==> src/rtl/priority_pkg.sv <==
// Shared definitions for the priority encoder/decoder pair.
package priority_pkg;

  localparam int CODE_W = 2;
  localparam int LINE_W = 4;

  typedef enum logic {IDLE, HOLD} dec_state_t;

  // Code 0 selects the most significant line, matching the encoder's priority order.
  function automatic logic [LINE_W-1:0] decode_onehot(input logic [CODE_W-1:0] code);
    logic [LINE_W-1:0] top_line;
    top_line = {1'b1, {(LINE_W-1){1'b0}}};
    return top_line >> code;
  endfunction

endpackage

==> src/rtl/priority_dec_if.sv <==
// Code stream handshake between priority_enc (master) and priority_dec (slave).
interface priority_dec_if;
  import priority_pkg::*;

  logic [CODE_W-1:0] Y;
  logic              valid;
  logic              ready;

  modport master (output Y, output valid, input ready);
  modport slave  (input Y, input valid, output ready);

endinterface

==> src/rtl/priority_dec_fifo.sv <==
// Small synchronous FIFO buffering incoming codes; head entry is readable without a pop.
module priority_dec_fifo
  import priority_pkg::*;
#(
  parameter int DEPTH = 2,
  parameter int WIDTH = CODE_W
) (
  input  logic                     clk,
  input  logic                     rst,
  input  logic                     push,
  input  logic [WIDTH-1:0]         push_data,
  input  logic                     pop,
  output logic [WIDTH-1:0]         pop_data,
  output logic                     full,
  output logic                     empty,
  output logic [$clog2(DEPTH):0]   count
);

  localparam int PTR_W = $clog2(DEPTH);
  localparam logic [PTR_W-1:0] PTR_ONE   = 1;
  localparam logic [PTR_W:0]   CNT_ONE   = 1;
  localparam logic [PTR_W:0]   CNT_FULL  = DEPTH[PTR_W:0];

  logic [WIDTH-1:0] mem_reg [DEPTH];
  logic [PTR_W-1:0] wr_ptr_reg;
  logic [PTR_W-1:0] rd_ptr_reg;
  logic [PTR_W:0]   count_reg;
  logic             do_push;
  logic             do_pop;

  assign full     = (count_reg == CNT_FULL);
  assign empty    = (count_reg == '0);
  assign count    = count_reg;
  assign pop_data = mem_reg[rd_ptr_reg];

  // Push is refused when full even if a pop happens in the same cycle.
  assign do_push = push && !full;
  assign do_pop  = pop && !empty;

  always_ff @(posedge clk) begin
    if (do_push) begin
      mem_reg[wr_ptr_reg] <= push_data;
    end
  end

  always_ff @(posedge clk) begin
    if (rst) begin
      wr_ptr_reg <= '0;
      rd_ptr_reg <= '0;
      count_reg  <= '0;
    end else begin
      if (do_push) begin
        wr_ptr_reg <= wr_ptr_reg + PTR_ONE;
      end
      if (do_pop) begin
        rd_ptr_reg <= rd_ptr_reg + PTR_ONE;
      end
      case ({do_push, do_pop})
        2'b10:   count_reg <= count_reg + CNT_ONE;
        2'b01:   count_reg <= count_reg - CNT_ONE;
        default: count_reg <= count_reg;
      endcase
    end
  end

endmodule

==> src/rtl/priority_dec.sv <==
// Registered 2-to-4 priority decoder: buffers encoder codes and replays each
// as a one-hot line held for HOLD_CYCLES cycles.
module priority_dec
  import priority_pkg::*;
#(
  parameter int HOLD_CYCLES = 2,
  parameter int FIFO_DEPTH  = 2
) (
  input  logic              clk,
  input  logic              rst,
  priority_dec_if.slave     bus,
  output logic [LINE_W-1:0] D,
  output logic              D_valid,
  output logic              overflow
);

  localparam logic [3:0] HOLD_LOAD = 4'(HOLD_CYCLES - 1);

  logic                        fifo_full;
  logic                        fifo_empty;
  logic [CODE_W-1:0]           fifo_data;
  logic [$clog2(FIFO_DEPTH):0] fifo_count;
  logic                        count_unused;
  logic                        push;
  logic                        pop;

  dec_state_t        state_reg;
  logic [3:0]        hold_cnt_reg;
  logic [LINE_W-1:0] d_reg;
  logic              d_valid_reg;
  logic              overflow_reg;

  assign bus.ready    = !fifo_full && !rst;
  assign push         = bus.valid && bus.ready;
  // A new code is taken whenever the output slot is free: idle, or the last hold cycle.
  assign pop          = !fifo_empty && ((state_reg == IDLE) || (hold_cnt_reg == '0));
  assign count_unused = ^fifo_count;

  priority_dec_fifo #(
    .DEPTH (FIFO_DEPTH),
    .WIDTH (CODE_W)
  ) u_fifo (
    .clk       (clk),
    .rst       (rst),
    .push      (push),
    .push_data (bus.Y),
    .pop       (pop),
    .pop_data  (fifo_data),
    .full      (fifo_full),
    .empty     (fifo_empty),
    .count     (fifo_count)
  );

  always_ff @(posedge clk) begin
    if (rst) begin
      state_reg    <= IDLE;
      hold_cnt_reg <= '0;
      d_reg        <= '0;
      d_valid_reg  <= 1'b0;
      overflow_reg <= 1'b0;
    end else begin
      if (bus.valid && !bus.ready) begin
        overflow_reg <= 1'b1;
      end
      case (state_reg)
        IDLE: begin
          if (pop) begin
            d_reg        <= decode_onehot(fifo_data);
            d_valid_reg  <= 1'b1;
            hold_cnt_reg <= HOLD_LOAD;
            state_reg    <= HOLD;
          end
        end
        HOLD: begin
          if (hold_cnt_reg != '0) begin
            hold_cnt_reg <= hold_cnt_reg - 4'd1;
          end else if (pop) begin
            d_reg        <= decode_onehot(fifo_data);
            hold_cnt_reg <= HOLD_LOAD;
          end else begin
            d_reg       <= '0;
            d_valid_reg <= 1'b0;
            state_reg   <= IDLE;
          end
        end
        default: state_reg <= IDLE;
      endcase
    end
  end

  assign D        = d_reg;
  assign D_valid  = d_valid_reg;
  assign overflow = overflow_reg;

endmodule

==> src/flat_wrapper.sv <==
// flat-port wrapper written by rule: the top's interface ports become plain ports
module priority_dec_flat import priority_pkg::*;
#(
  parameter int HOLD_CYCLES = 2,
  parameter int FIFO_DEPTH  = 2
)
  (clk, rst, D, D_valid, overflow, bus_Y, bus_valid, bus_ready);
  priority_dec_if bus_i ();
  input  logic clk;
  input  logic rst;
  output logic [LINE_W-1:0] D;
  output logic D_valid;
  output logic overflow;
  input wire logic [$bits(bus_i.Y)-1:0] bus_Y;
  input wire logic [$bits(bus_i.valid)-1:0] bus_valid;
  output wire logic [$bits(bus_i.ready)-1:0] bus_ready;
  assign bus_i.Y = bus_Y;
  assign bus_i.valid = bus_valid;
  assign bus_ready = bus_i.ready;
  priority_dec #(.HOLD_CYCLES(HOLD_CYCLES), .FIFO_DEPTH(FIFO_DEPTH)) u_core (.clk(clk), .rst(rst), .bus(bus_i), .D(D), .D_valid(D_valid), .overflow(overflow));
endmodule
==> config.mk <==
export PLATFORM = sky130hd
export DESIGN_NAME = priority_dec_flat
export DESIGN_NICKNAME = d
export VERILOG_FILES = /design/src/rtl/priority_pkg.sv /design/src/rtl/priority_dec_if.sv /design/src/rtl/priority_dec_fifo.sv /design/src/rtl/priority_dec.sv /design/src/flat_wrapper.sv
export SDC_FILE = /design/constraint.sdc
export NUM_CORES = 1
export LEC_CHECK = 0
export CAP_MARGIN = 20
export CORE_MARGIN = 4
export CORE_UTILIZATION = 40
export DETAILED_ROUTE_END_ITERATION = 7
export HOLD_SLACK_MARGIN = 0.15
export PLACE_DENSITY = 0.62
export SETUP_SLACK_MARGIN = 0.1
export SYNTH_ARGS = -nofsm -noshare
export SYNTH_HDL_FRONTEND = slang
export SYNTH_SLANG_ARGS = --single-unit
==> constraint.sdc <==
create_clock -name clk -period 3.66 [get_ports clk]
set_input_delay 1.098 -clock clk [delete_from_list [all_inputs] [get_ports clk]]
set_output_delay 1.098 -clock clk [all_outputs]
set_load 0.05 [all_outputs]
==> results of run 1 <==
==> power by group through the flow <==
stage,Combinational [mW],Clock [mW],Sequential (mW)
6_report,0.331,0.105,0.317
2_1_floorplan,0.206,0,0.360
5_1_grt,0.364,0.114,0.326
3_3_place_gp,0.327,0,0.321
4_1_cts,0.335,0.109,0.317
3_5_place_dp,0.332,0,0.322
==> area by class of cell <==
cell class / count / area, um^2
repair buffers: 12 / 128
fillers: 223 / 1110
well taps: 28 / 35.0
clock buffers: 3 / 22.5
inverters: 4 / 15.0
clock inverters: 1 / 3.75
flip-flops and latches: 20 / 440
multi-input cells: 65 / 438
==> per-layer routing <==
metal,up-vias,wire (um),share of wire,global-route usage
met5,-,0,0,0
met4,0,38,0.022,0.0625
met3,5,66,0.039,0.0255
met2,11,783,0.46,0.194
met1,335,820,0.48,0.141
li1,371,-,-,-
==> metrics by stage <==
step	setup WS [ps]	cell area (um^2)	hold WS, ps
global placement	614	1060	455
detailed placement	593	1060	461
CTS	584	1080	478
global route	528	1080	510
floorplan	566	910	459
finish	596	1080	476
==> worst reg2reg max path, stage by stage (launching register included) <==
cell	delay, ps
dfxtp_1	350
inv_1	60
ha_1	230
nor3b_1	510
nor2_1	110
nor2_1	150
ha_1	280
or3_1	370
a21oi_1	140
==> kinds of logic after synthesis <==
kind of cell | count (synthesis) | synth area share
and+or+nand+nor | 31 | 0.199
AOI/OAI and AO/OA | 27 | 0.201
DFF | 20 | 0.484
buffers and inverters | 8 | 0.0344
muxes | 3 | 0.0344
xor gates and xnor gates | 2 | 0.0193
adders and majority gates | 2 | 0.0275
==> cells in the mapped netlist, types with 2 or more instances <==
library cell,number
a2111o_1,2
a211oi_1,2
a21oi_1,12
and2b_1,2
clkbuf_1,2
dfxtp_1,16
edfxtp_1,4
ha_1,2
inv_1,4
mux2i_1,2
nand3_1,6
nor2_1,8
o2111ai_1,2
o21ai_0,2
or3_1,3
==> how the worst max path moves through the flow <==
stage,from,end,depth (start not counted)
CTS,rst,bus_ready,3
detailed placement,rst,bus_ready,3
global route,rst,bus_ready,3
global placement,rst,bus_ready,3
finish,rst,bus_ready,3
floorplan,rst,bus_ready,2
==> metrics, run 1 <==
Post-synth ARST share 0; post-layout power 0.752 mW; Crit path buffers/inverters 2; RSZ-0062 raised after global routing false; GPL Wtd Cong 0.697; vias in the first global route 706; die height 55.7 um; CP delay by family, top buffers and inverters; Synth warnings 0; wire per inst 12.8 um; share of layout cells above drive strength 1 0.0857; NumNets Final 113; CP max stage cell clkdlybuf4s50_1; share of power burned in registers 0.421; Yosys top cell by area dfxtp_1; startpoint types input pin; Crit path required time 2560 ps; Core Rows 17; clk buf depth 2; worst slew pin tran 562 ps; Switching Fraction 0.413; kind of critical path in -> out; # IOs 12; CTS tree built; GRT Total Usage 0.118; Root Buffer clkbuf_4; critical path, cell by cell clkdlybuf4s50_1 -> nor2_1 -> buf_12; Crit. End Element primary output; most frequent cells in the layout 16 x dfxtp_1, 12 x a21oi_1, 10 x clkdlybuf4s50_1; register bit total from synthesis 20; count of final hold-check violations 0; Max H-tree Level 1; top_reg_cell synth dfxtp_1; TritonCTS buffer count 3; Final min period 3060 ps; GRT Residual Overflow 0; Pint 0.442 mW; placed insts 129; IO buf count 11; run status completed; Hold Path Sink u_core.D[3]; Seq/Total Area, Yosys 0.484; number of synthesized flops with an enable pin 4; initial core utilization 0.415; CP max stage delay 410 ps; final WL 1710 um; clock network fraction of design power 0.139; RR Startpoint u_core.hold_cnt_reg[0]; Routed Antenna Nets 0; Max-Cap Viols 0; Setup-failing EPs final 0; Initial DRC Count 1; Worst Skew 5.87 ps; clk sinks 20; CP Max Fanout 3; # diodes 0; FF-to-FF End u_core.u_fifo.count[1]; # DRC 0; R2R setup slack 1390 ps; CP Data Arrival Time 1970 ps; syn_area_per_cell 9.78 um^2; leakage power 0.384 nW; Area Growth Syn to Fin 19.0%; cts hold-fix bufs 0; syn nets 100; pin count of the biggest net entering global routing 19; final period utilization 0.837; hold path depth 2; Setup TNS Final 0 ps; leading cell type in the layout, fill and taps excluded dfxtp_1; HP Class reg -> reg; Core ar. 2190 um^2; DRT Pass-1 Iters 2; Psw 0.310 mW; clk_lat worst skew 300 ps; top cell type's share of synthesized area 0.352; die footprint 3100 um^2; Combinational Power Share 0.440; hold wc startpoint u_core.D[3]; initial antenna violation count 0; # Post-CTS Setup Buffers 0; DP Wirelength 1270 um; f_max 0.326 GHz; chip width 55.7 um; Synth area leaders dfxtp_1 35%, edfxtp_1 13%, a21oi_1 6.6%, nand3_1 3.3%, nor2_1 3.3%; Synth Cell Area 910 um^2; Slew HR 0.622; Worst Reg-to-Reg Cells 8; Final Core Density 0.494; Yosys cell types 39; final std cells w/o fill 133; PD cells 695 nW/um^2; synthesized instance count 93; Pins Over Slew Limit 0; Worst VDD drop 0.000307 V; DR vias/cell 5.43; first-pass GRT wire length 2910 um; Post-CTS Resized 0; vias 722; CTS clk-pin slew, worst paths 100 ps
No activity file was read; power rests on OpenSTA's default activity.
==> inputs of run 2 (changes only) <==
- PLACE_DENSITY: 0.62 -> 0.64
- clock period: 3.66 -> 2.8 ns (I/O delays scaled with it)
==> run 2 against run 1 <==
Die area unchanged. Register-to-register slack got worse by 710 ps. Clock skew increased by 8.1 ps. Hold slack improved by 12 ps. Clock power increased by 130%. Critical endpoint unchanged. Largest power group unchanged. Highest routed layer unchanged.
==> metrics, run 2 (same netlist as run 1, synthesis figures left out) <==
CP Max Fanout 3; startpoint types input pin; # Post-CTS Setup Buffers 0; share of power burned in registers 0.374; vias in the first global route 796; critical path, cell by cell clkdlybuf4s50_1 -> nor2_2 -> buf_12; final WL 1980 um; Combinational Power Share 0.408; Slew HR 0.622; CP Data Arrival Time 1690 ps; most frequent cells in the layout 16 x dfxtp_1, 12 x a21oi_1, 10 x clkdlybuf4s50_1; cts hold-fix bufs 0; final period utilization 0.903; Psw 0.433 mW; Worst Skew 14.0 ps; initial core utilization 0.415; GRT Total Usage 0.140; die height 55.7 um; Setup-failing EPs final 0; met1 usage 0.167; die footprint 3100 um^2; clock network fraction of design power 0.218; # diodes 0; Switching Fraction 0.389; Setup TNS Final 0 ps; first-pass GRT wire length 3540 um; clk_lat worst skew 320 ps; IO buf count 11; Routed Antenna Nets 0; worst slew pin tran 562 ps; initial antenna violation count 0; clk buf depth 2; Finished Cell Area 1120 um^2; CTS tree built; run status completed; Pins Over Slew Limit 0; wire per inst 14.8 um; clk sinks 20; Max H-tree Level 1; RSZ-0062 raised after global routing false; Crit path required time 1960 ps; # IOs 12; grt met2 use 0.243; TritonCTS buffer count 3; placed inst area 1070 um^2; Core Rows 17; R2R setup slack 680 ps; leading cell type in the layout, fill and taps excluded dfxtp_1; Pint 0.682 mW; pin count of the biggest net entering global routing 19; # DRC 0; NumNets Final 114; f_max 0.396 GHz; HP Class reg -> reg; Crit. End Element primary output; DR vias/cell 5.58; GRT Residual Overflow 0; met3 layer usage reported by global route 0.0255; busiest grt layer met2; CP max stage cell clkdlybuf4s50_1; GPL Wtd Cong 0.702; Max-Cap Viols 0; vias 748; Post-CTS Resized 0; share of layout cells above drive strength 1 0.113; Final min period 2530 ps; Root Buffer clkbuf_4; Final Core Density 0.511; PD cells 997 nW/um^2; DP Wirelength 1420 um; Worst VDD drop 0.000512 V; CTS clk-pin slew, worst paths 130 ps; kind of critical path in -> out; Core ar. 2190 um^2; chip width 55.7 um; CP max stage delay 440 ps; leakage power 0.401 nW; count of final hold-check violations 0; DRT Pass-1 Iters 4; Area Growth Syn to Fin 23.0%; Initial DRC Count 5
-- run 2: area by class of cell --
class                           instances  area (um^2)
Clock buffer                            3         22.5
Clock inverter                          1         30.0
Fill cell                             215         1070
Inverter                                4         15.0
Multi-Input combinational cell         65          440
Sequential cell                        20          440
Tap cell                               28         35.0
Timing Repair Buffer                   13          135
-- run 2: metal layers --
metal | share of wire | routed length (um)
met1 | 0.45 | 899
met2 | 0.49 | 962
met3 | 0.037 | 74
met4 | 0.022 | 43
met5 | 0 | 0
-- run 2: power by group through the flow --
stage	clock, mW	combinational (mW)	sequential, mW
2_1_floorplan	0	0.270	0.470
3_3_place_gp	0	0.441	0.420
3_5_place_dp	0	0.453	0.422
4_1_cts	0.245	0.458	0.416
5_1_grt	0.252	0.504	0.429
6_report	0.243	0.455	0.417
-- run 2: per-stage QoR --
stage               hold slack, ps  power, mW  cells  setup WS (ps)
floorplan                      459      0.740     93            288
global placement               453      0.861    130            291
detailed placement             462      0.875    130            239
global route                   525       1.18    134            218
finish                         488       1.12    134            273
CTS                            489       1.12    134            265
-- run 2: worst max-delay path: cells and delay by family --
kind / cells / cell delay, ps
buffers and inverters: 2 / 610
AND/OR/NAND/NOR: 1 / 230
-- run 2: final timing paths --
kind                     startpoint                endpoint  depth (start not counted)
min                     u_core.D[0]             u_core.D[0]                          2
max reg2reg  u_core.hold_cnt_reg[0]  u_core.u_fifo.count[1]                          9
min reg2reg             u_core.D[0]             u_core.D[0]                          2
max                             rst               bus_ready                          3
==> inputs of run 3 (changes only) <==
- CAP_MARGIN: 20 -> not set
==> results of run 3 <==
Final layout, timing and power as in run 2 (identical DEF).
